`src/rtl/alu_issue_ctrl.sv`:
```
// -----------------------------------------------------------------------------
// alu_issue_ctrl
// Operand/issue stage in front of the `alu` block. Holds a small register file,
// accepts one instruction at a time over valid/ready, reads two sources, pulses
// the alu enable for one cycle, then writes the alu result back to rd and
// reports it together with the Zero flag.
//
// Ports
//   clk, rst_n                 rising-edge clock, async active-low reset
//   instr_valid/instr_ready    instruction handshake
//   instr_op/rd/rs/rt          alu op code, destination, source A, source B
//   ext_wr_en/addr/data        external register load (wins over instructions)
//   alu_A/alu_B/alu_Op         operands and op code driven to the alu
//   alu_enable                 one-cycle capture strobe for the alu
//   alu_Out/alu_Zero           alu result and zero flag
//   done                       one-cycle pulse when an instruction retires
//   err                        one-cycle pulse when an illegal op is rejected
//   result/zero_flag           last retired result and Zero
//   dbg_addr/dbg_data          combinational register-file peek
// -----------------------------------------------------------------------------
module alu_issue_ctrl #(
  parameter  int DATA_W  = 32,
  parameter  int REG_CNT = 8,
  localparam int AW      = $clog2(REG_CNT)
) (
  input  logic              clk,
  input  logic              rst_n,
  input  logic              instr_valid,
  output logic              instr_ready,
  input  logic [3:0]        instr_op,
  input  logic [AW-1:0]     instr_rd,
  input  logic [AW-1:0]     instr_rs,
  input  logic [AW-1:0]     instr_rt,
  input  logic              ext_wr_en,
  input  logic [AW-1:0]     ext_wr_addr,
  input  logic [DATA_W-1:0] ext_wr_data,
  output logic [DATA_W-1:0] alu_A,
  output logic [DATA_W-1:0] alu_B,
  output logic [3:0]        alu_Op,
  output logic              alu_enable,
  input  logic [DATA_W-1:0] alu_Out,
  input  logic              alu_Zero,
  output logic              done,
  output logic              err,
  output logic [DATA_W-1:0] result,
  output logic              zero_flag,
  input  logic [AW-1:0]     dbg_addr,
  output logic [DATA_W-1:0] dbg_data
);

  typedef enum logic [1:0] {
    IDLE  = 2'd0,
    ISSUE = 2'd1,
    WRITE = 2'd2
  } state_e;

  // Op codes the alu implements; everything else is rejected with err.
  function automatic logic op_legal(input logic [3:0] op);
    logic legal;
    case (op)
      4'b0000, 4'b0001, 4'b0010, 4'b0011, 4'b0100,
      4'b1000, 4'b1001, 4'b1010,
      4'b1100, 4'b1101: legal = 1'b1;
      default:          legal = 1'b0;
    endcase
    return legal;
  endfunction

  state_e              state_q, state_d;
  logic [DATA_W-1:0]   rf_q [REG_CNT];
  logic [DATA_W-1:0]   alu_a_q, alu_b_q;
  logic [3:0]          alu_op_q;
  logic [AW-1:0]       rd_q;
  logic                done_q, err_q, zero_q;
  logic [DATA_W-1:0]   result_q;

  logic                hs_s, accept_s, reject_s;
  logic                wr_en_s;
  logic [AW-1:0]       wr_addr_s;
  logic [DATA_W-1:0]   wr_data_s;
  logic [DATA_W-1:0]   rs_data_s, rt_data_s;

  assign hs_s     = instr_valid & instr_ready;
  assign accept_s = hs_s & op_legal(instr_op);
  assign reject_s = hs_s & ~op_legal(instr_op);

  // r0 is hard-wired to zero on every read path.
  assign rs_data_s = (instr_rs == {AW{1'b0}}) ? {DATA_W{1'b0}} : rf_q[instr_rs];
  assign rt_data_s = (instr_rt == {AW{1'b0}}) ? {DATA_W{1'b0}} : rf_q[instr_rt];
  assign dbg_data  = (dbg_addr == {AW{1'b0}}) ? {DATA_W{1'b0}} : rf_q[dbg_addr];

  // State register.
  always_ff @(posedge clk or negedge rst_n) begin
    if (!rst_n) begin
      state_q <= IDLE;
    end else begin
      state_q <= state_d;
    end
  end

  // Next-state logic: illegal ops leave the FSM in IDLE.
  always_comb begin
    state_d = state_q;
    case (state_q)
      IDLE: begin
        if (accept_s) begin
          state_d = ISSUE;
        end else begin
          state_d = IDLE;
        end
      end
      ISSUE:   state_d = WRITE;
      WRITE:   state_d = IDLE;
      default: state_d = IDLE;
    endcase
  end

  // FSM outputs; ready is withheld during reset and while an external load owns IDLE.
  always_comb begin
    instr_ready = 1'b0;
    alu_enable  = 1'b0;
    case (state_q)
      IDLE:    instr_ready = rst_n & ~ext_wr_en;
      ISSUE:   alu_enable  = 1'b1;
      WRITE:   alu_enable  = 1'b0;
      default: begin
        instr_ready = 1'b0;
        alu_enable  = 1'b0;
      end
    endcase
  end

  // Register-file write port: external load only in IDLE, writeback only in WRITE.
  always_comb begin
    wr_en_s   = 1'b0;
    wr_addr_s = {AW{1'b0}};
    wr_data_s = {DATA_W{1'b0}};
    case (state_q)
      IDLE: begin
        wr_en_s   = ext_wr_en;
        wr_addr_s = ext_wr_addr;
        wr_data_s = ext_wr_data;
      end
      WRITE: begin
        wr_en_s   = 1'b1;
        wr_addr_s = rd_q;
        wr_data_s = alu_Out;
      end
      default: begin
        wr_en_s   = 1'b0;
        wr_addr_s = {AW{1'b0}};
        wr_data_s = {DATA_W{1'b0}};
      end
    endcase
  end

  // Register file storage; writes aimed at r0 are dropped.
  always_ff @(posedge clk or negedge rst_n) begin
    if (!rst_n) begin
      for (int i = 0; i < REG_CNT; i++) begin
        rf_q[i] <= {DATA_W{1'b0}};
      end
    end else if (wr_en_s && (wr_addr_s != {AW{1'b0}})) begin
      rf_q[wr_addr_s] <= wr_data_s;
    end
  end

  // Operand latch, retire/reject pulses and last-result registers.
  always_ff @(posedge clk or negedge rst_n) begin
    if (!rst_n) begin
      alu_a_q  <= {DATA_W{1'b0}};
      alu_b_q  <= {DATA_W{1'b0}};
      alu_op_q <= 4'd0;
      rd_q     <= {AW{1'b0}};
      done_q   <= 1'b0;
      err_q    <= 1'b0;
      result_q <= {DATA_W{1'b0}};
      zero_q   <= 1'b0;
    end else begin
      done_q <= (state_q == WRITE);
      err_q  <= reject_s;
      if (accept_s) begin
        alu_a_q  <= rs_data_s;
        alu_b_q  <= rt_data_s;
        alu_op_q <= instr_op;
        rd_q     <= instr_rd;
      end
      if (state_q == WRITE) begin
        result_q <= alu_Out;
        zero_q   <= alu_Zero;
      end
    end
  end

  assign alu_A     = alu_a_q;
  assign alu_B     = alu_b_q;
  assign alu_Op    = alu_op_q;
  assign done      = done_q;
  assign err       = err_q;
  assign result    = result_q;
  assign zero_flag = zero_q;

endmodule
```
`config.mk`:
```
export PLATFORM = sky130hd
export DESIGN_NAME = alu_issue_ctrl
export DESIGN_NICKNAME = d
export VERILOG_FILES = /design/src/rtl/alu_issue_ctrl.sv
export SDC_FILE = /design/constraint.sdc
export NUM_CORES = 1
export LEC_CHECK = 0
export ABC_CLOCK_PERIOD_IN_PS = 2050
export BUFFER_PORTS_ARGS = -buffer_cell sky130_fd_sc_hd__buf_2
export CAP_MARGIN = 10
export CORE_UTILIZATION = 35
export DETAILED_ROUTE_END_ITERATION = 7
export SYNTH_ARGS = -nofsm -noshare
export SYNTH_HDL_FRONTEND = slang
export SYNTH_SLANG_ARGS = --single-unit
```
`constraint.sdc`:
```
create_clock -name clk -period 2.05 [get_ports clk]
set_input_delay 0.3075 -clock clk [delete_from_list [all_inputs] [get_ports clk]]
set_output_delay 0.3075 -clock clk [all_outputs]
set_load 0.1 [all_outputs]
```
==> results of run 1 <==
-- layer usage --
layer	vias to the layer above	part of all wire (%)	track usage, %
li1	7051	-	-
met2	601	48	40.73
met3	129	6.7	4.750
met5	-	0	0
met1	7697	42	32.01
met4	0	2.9	8.552
-- power breakdown --
| part | total (mW) | switching, mW | internal [mW] |
|---|---|---|---|
| combinational | 13.3 | 8.91 | 4.39 |
| sequential | 9.62 | 1.36 | 8.27 |
| clock | 7.16 | 3.00 | 4.16 |
-- sequential cells by signal, summed over array words and instances (netlist names) --
signal,flops
rf_q,224
alu_A,32
alu_B,32
result,32
alu_Op,4
rd_q,3
state_q,2
done,1
err,1
zero_flag,1
-- cell usage after synthesis (5+ instances only) --
cell type	number	area share [%]
mux4_2	34	4.3
nor2_1	38	0.80
buf_2	60	1.7
o21ai_0	261	7.4
nand2_1	357	7.6
mux2_2	124	7.9
dfrtp_1	332	47
a221o_1	27	1.5
mux2i_1	167	9.4
clkbuf_1	61	1.3
buf_4	9	0.38
a311oi_1	34	1.7
mux2_4	6	0.51
inv_1	5	0.11
o22ai_1	35	1.2
buf_1	8	0.17
a221oi_1	27	1.3
a22oi_1	31	1.3
o21ai_1	59	1.7
buf_6	9	0.57
-- cells in the final DEF (no fill, tap or decap), types with 27 or more instances in the layout --
cell type / count
a221o_1: 27
a221oi_1: 27
a22oi_2: 28
a311oi_1: 34
buf_12: 68
buf_2: 184
buf_4: 205
clkbuf_16: 41
dfrtp_1: 331
dlygate4sd3_1: 37
mux2_2: 123
mux2i_1: 167
mux4_2: 34
nand2_1: 328
nand2_2: 29
nor2_1: 36
o21ai_0: 215
o21ai_1: 74
o21ai_4: 31
o22ai_1: 35
-- logic make-up after synthesis --
kind of cell | synth area share [%]
simple gates | 9.445
flops | 46.87
buf+inv | 4.263
compound gates | 17.29
mux | 22.14
-- worst max-delay path: stages, from the launching register on --
cell	delay, ns
dfrtp_1	0.39
mux4_2	0.47
a21o_4	0.23
buf_12	0.16
-- worst max path at each step --
stage | end | cells past startpoint | slack [ns] | from
2_1_floorplan | alu_Op[3] | 5 | -0.58 | state_q[1]
3_3_place_gp | dbg_data[0] | 6 | 0.009 | dbg_addr[0]
3_5_place_dp | dbg_data[2] | 6 | 0.003 | dbg_addr[0]
4_1_cts | dbg_data[24] | 4 | -0.10 | rf_q[88]
5_1_grt | dbg_data[24] | 4 | -0.13 | rf_q[120]
6_report | dbg_data[30] | 3 | -0.07 | rf_q[94]
-- per-stage QoR --
step / TNS (ns) / std cells / setup slack (ns) / util (%) / instance area [sq um]
2_1_floorplan: -39.23 / 1721 / -0.5822 / - / 18090
3_3_place_gp: 0 / 2563 / 0.009456 / 41.94 / 21000
3_5_place_dp: 0 / 2563 / 0.003234 / 41.94 / 21000
4_1_cts: -1.584 / 2791 / -0.1030 / 47.51 / 23790
5_1_grt: -2.518 / 2814 / -0.1314 / 47.95 / 24010
6_report: -1.141 / 2814 / -0.07479 / 47.95 / 24010
-- final cells by class --
type	count	area [sq um]	share of cell area [%]
diodes	2	5.005	0.02085
inverters	6	27.53	0.1147
flip-flops and latches	332	8312	34.62
well taps	672	840.8	3.502
clock buffers	52	1127	4.696
multi-input cells	1235	9303	38.75
repair buffers	495	4207	17.52
clock inverters	20	185.2	0.7714
-- timing repair --
item	CTS	global route
setup endpoints to repair	34	44
hold buffers	37	0
pin swaps	21	1
setup buffers	119	21
resized for setup	55	12
endpoints found under the hold margin	92	0
==> reports/results.ini, run 1 <==
[outcome]
status=finished, violations left
violations=setup timing

[route]
postRouteWirelength_mm=62.53
wl_per_cell_microns=22.22
ant_nets=0
viasPerCell=5.500
num_vias=15480
drc=0
drt_iter0_markers=1075
firstDrtPassIters=5

[clocking]
cts.sinks=332
clk_path_buf_depth=3
insertion_delay_ns=0.57
cts_root_buffer=clkbuf_16
numCtsBuffers=40
tritoncts=done
clkTransAtPathRegs_ns=0.07
h-tree-depth=2

[worst_setup_path]
r2r-start=state_q[1]
r2r_cells=6
crit_path_end_kind=output pin
crit_required_ns=1.74
critPathArrivalTime_ns=1.82
reg2reg_to=result[0]
rrSetupSlack_ns=0.07
crit_path_start_kind=register
crit_type=register to output pin
critPathMaxFanout=2

[logic_synthesis]
synthCells=1721
synth_seq_cells=332
synth_edf_count=0
synth.net_count=1809
synth_warnings=0
avgSynthCellArea_sq_um=10.30
yosysSeqAreaShare_pct=46.87
synth_async_sr_flop_share_pct=100.0
netlist_area_sq_um=17730
synth_flop_cell=dfrtp_1
yosysUniqueCellTypes=39

[floorplan]
fp.dieH_microns=227.0
rows=82
dieArea_sq_um=51550
io_pins=225
die_w_microns=227.0
start_util_pct=35.40
coreArea_sq_um=50070

[placed_design]
io_buffers=224
globalplace.congestion=0.8446
hpwl_mm=39.15

[power]
p_total_mw=30.09
power_density_nw_per_um2=1253
p_leak_nw=11.08
ir_worst_vdd_uv=802.4

[finish]
areaGrowthSynthToFinish_pct=35.43
fin_nets=2198
n_fill_cell=4643
drive_gt1_share_pct=37.24

[worst_hold_path]
whs_endpoint=alu_Op[2]
holdPathStages=2
hp-start=instr_op[2]
hp-class=primary input to register

[global_route]
grt_usage_pct=24.57
antenna_found_initial=2
grt_pass1_wl_mm=95.83
grt_pass1_vias=15950
gr-total-overflow=0
grt_max_degree=110

[job]
drv_cap=0

[sta]
max_freq_mhz=470.6
hold_slack_ns=0.02447
rsz0062_at_grt=yes
final_hold_viol_count=0
worst_pin_slew_ns=0.6970
clock_skew_ns=0.02903
period_share_pct=103.6
relSlewSlack_pct=53.53
fin_ws_ns=-0.07479
maxSlewViolCount=0
layout_min_cycle_time_ns=2.125
setup_viol=31

Note: power is estimated with default switching activity, not from simulation.
==> run 2: changes to the inputs <==
==> constraint.sdc (replaced) <==
create_clock -name clk -period 2.05 [get_ports clk]
set_input_delay 0.3075 -clock clk [delete_from_list [all_inputs] [get_ports clk]]
set_output_delay 0.3075 -clock clk [all_outputs]
set_load 0.02 [all_outputs]
==> run 2 against run 1 <==
  * The run still ends with setup timing left
  * Utilization is 1.2 points lower
  * Sequential power fell by 0.7%
  * Wire length decreased by 2.4%
  * Cell area shrank 2.5%
  * Largest power group is now registers
  * Via count fell by 0.56%
  * Fmax grew 1.5%
  * Critical path depth stayed put
  * Clock skew shrank 0.014 ns
  * Cell count grew 0.64%
  * Setup slack gained 0.031 ns
  * Die area stayed put
  * Sequential cell count unchanged
==> reports/results.ini, run 2 (synthesis results as in run 1) <==
[placed_design]
hpwl_mm=39.44  ; +0.74%
io_buffers=224  ; unchanged
placement.setup.worst_slack_ns=0.02046  ; +0.01722 ns
dp_cells=2583  ; +0.78%
dpl_cell_area_sq_um=20310  ; -3.3%
globalplace.congestion=0.8719  ; +3.2%

[power]
p_leak_nw=10.99  ; -0.78%
ir_worst_vdd_uv=572.6  ; -29%
p_total_mw=24.91  ; -17%
power_density_nw_per_um2=1064  ; -15%

[worst_setup_path]
r2r_cells=5  ; -1
crit_path_start_kind=register
rrSetupSlack_ns=0.14  ; +0.07 ns
crit_type=register to output pin
r2r-start=state_q[1]
startpoint=rf_q[30]
critPathMaxFanout=2  ; unchanged
critPathArrivalTime_ns=1.79  ; -0.03 ns
crit_end=dbg_data[30]
crit_path_end_kind=output pin
reg2reg_to=rf_q[74]
crit_required_ns=1.74  ; about the same

[global_route]
grt_max_degree=173  ; +57%
grt_pass1_vias=15440  ; -3.2%
gr-total-overflow=0  ; unchanged
grt_pass1_wl_mm=92.60  ; -3.4%
antenna_found_initial=3  ; +1
grt_usage_pct=23.70  ; -0.87 points

[finish]
final_area_sq_um=23410  ; -2.5%
largest_register_ffs=224  ; unchanged
fin_nets=2215  ; +0.77%
drive_gt1_share_pct=35.74  ; -1.5 points
final_common_cell=nand2_1
areaGrowthSynthToFinish_pct=32.05
n_fill_cell=4715  ; +1.6%
fin_cells=2832  ; +0.64%
regMostFlops=rf_q
fin_util_pct=46.75  ; -1.2 points
mostFrequentLayoutCells=336 x nand2_1, 331 x dfrtp_1, 230 x o21ai_0

[clocking]
insertion_delay_ns=0.57  ; about the same
h-tree-depth=2  ; unchanged
tritoncts=done
clkTransAtPathRegs_ns=0.06  ; about the same
cts_root_buffer=clkbuf_16
cts.sinks=332  ; unchanged
clk_path_buf_depth=3  ; unchanged
numCtsBuffers=40  ; unchanged

[sta]
final_hold_viol_count=0  ; unchanged
setup_viol=5  ; -84%
maxSlewViolCount=0  ; unchanged
rsz0062_at_grt=yes
fin_ws_ns=-0.04428  ; +0.03051 ns
clock_skew_ns=0.01508  ; -0.01395 ns
period_share_pct=102.2  ; -1.5 points
worst_pin_slew_ns=1.003  ; +0.3059 ns
max_freq_mhz=477.5  ; +1.5%
layout_min_cycle_time_ns=2.094  ; -0.03051 ns
relSlewSlack_pct=33.14  ; -20 points

[outcome]
status=finished, violations left
violations=setup timing

[floorplan]
rows=82  ; unchanged
dieArea_sq_um=51550  ; unchanged
fp.dieH_microns=227.0  ; unchanged
io_pins=225  ; unchanged
start_util_pct=35.40  ; unchanged
die_w_microns=227.0  ; unchanged
coreArea_sq_um=50070  ; unchanged

[route]
wl_per_cell_microns=21.55  ; -3.0%
num_vias=15390  ; -0.56%
ant_nets=0  ; unchanged
viasPerCell=5.435  ; -1.2%
postRouteWirelength_mm=61.02  ; -2.4%
firstDrtPassIters=6  ; +1
drt_iter0_markers=1182  ; +10%
drc=0  ; unchanged

[job]
drv_cap=0  ; unchanged

[worst_hold_path]
hp-class=primary input to register

==> run 2: cell count changes in the layout (fill, tap and decap cells not counted), sizes merged <==
cell	previous run	this run
clkinv	11	7
buf	458	473
diode	2	3
inv	8	9
clkinvlp	5	2
clkbuf	52	58
dlygate4sd3	37	39
==> run 2: area by class of cell <==
type | count | area (sq um) | share of cell area [%]
sequential | 332 | 8309 | 35.50
timing repair buffer | 512 | 3991 | 17.05
clock inverter | 14 | 136.4 | 0.5827
multi-input combinational | 1235 | 8956 | 38.26
clock buffer | 58 | 1140 | 4.870
antenna | 3 | 7.507 | 0.03207
inverter | 6 | 25.02 | 0.1069
tap | 672 | 840.8 | 3.592
==> run 2: report_power, final <==
group	internal, mW	leakage (nW)	total (mW)	switching, mW
clock network	4.12	0.625	7.01	2.89
registers	8.27	4.19	9.55	1.28
logic	3.99	6.18	8.35	4.37
total	16.4	11.0	24.9	8.53
==> run 2: worst min path at each step <==
stage / endpoint / slack (ns) / cells after the start / from
floorplan: alu_A[0] / 0.01 / 0 / rst_n
global placement: alu_A[24] / 0.28 / 2 / rst_n
detailed placement: alu_A[24] / 0.27 / 2 / rst_n
CTS: err / 0.01 / 2 / instr_valid
global route: err / 0.03 / 2 / instr_valid
finish: err / 0.03 / 2 / instr_valid
==> run 2: timing repair <==
item / in CTS / in global routing
setup endpoints to repair: 33 / 33
buffers inserted: 118 / 22
hold endpoints to repair: 39 / 0
pin swaps: 10 / 5
resized for setup: 94 / 55
hold buffers: 39 / 0
==> run 2: critical path: stages, from the launching register on <==
cell     delay, ns
dfrtp_1       0.38
mux4_2        0.48
a21o_1        0.22
buf_6         0.15
==> run 2: routing by layer <==
layer	up-vias	track usage, %	share of wire, %
met1	7622	30.97	42
met5	-	0	0
met4	0	8.357	2.8
met3	120	4.350	7.1
met2	556	39.30	48
li1	7094	-	-
==> run 2: metrics by stage <==
stage	TNS (ns)	hold slack (ns)
2_1_floorplan	0	0.01191
3_3_place_gp	0	0.2757
3_5_place_dp	0	0.2729
4_1_cts	-0.2795	0.01401
5_1_grt	-0.7218	0.03337
6_report	-0.08147	0.02699
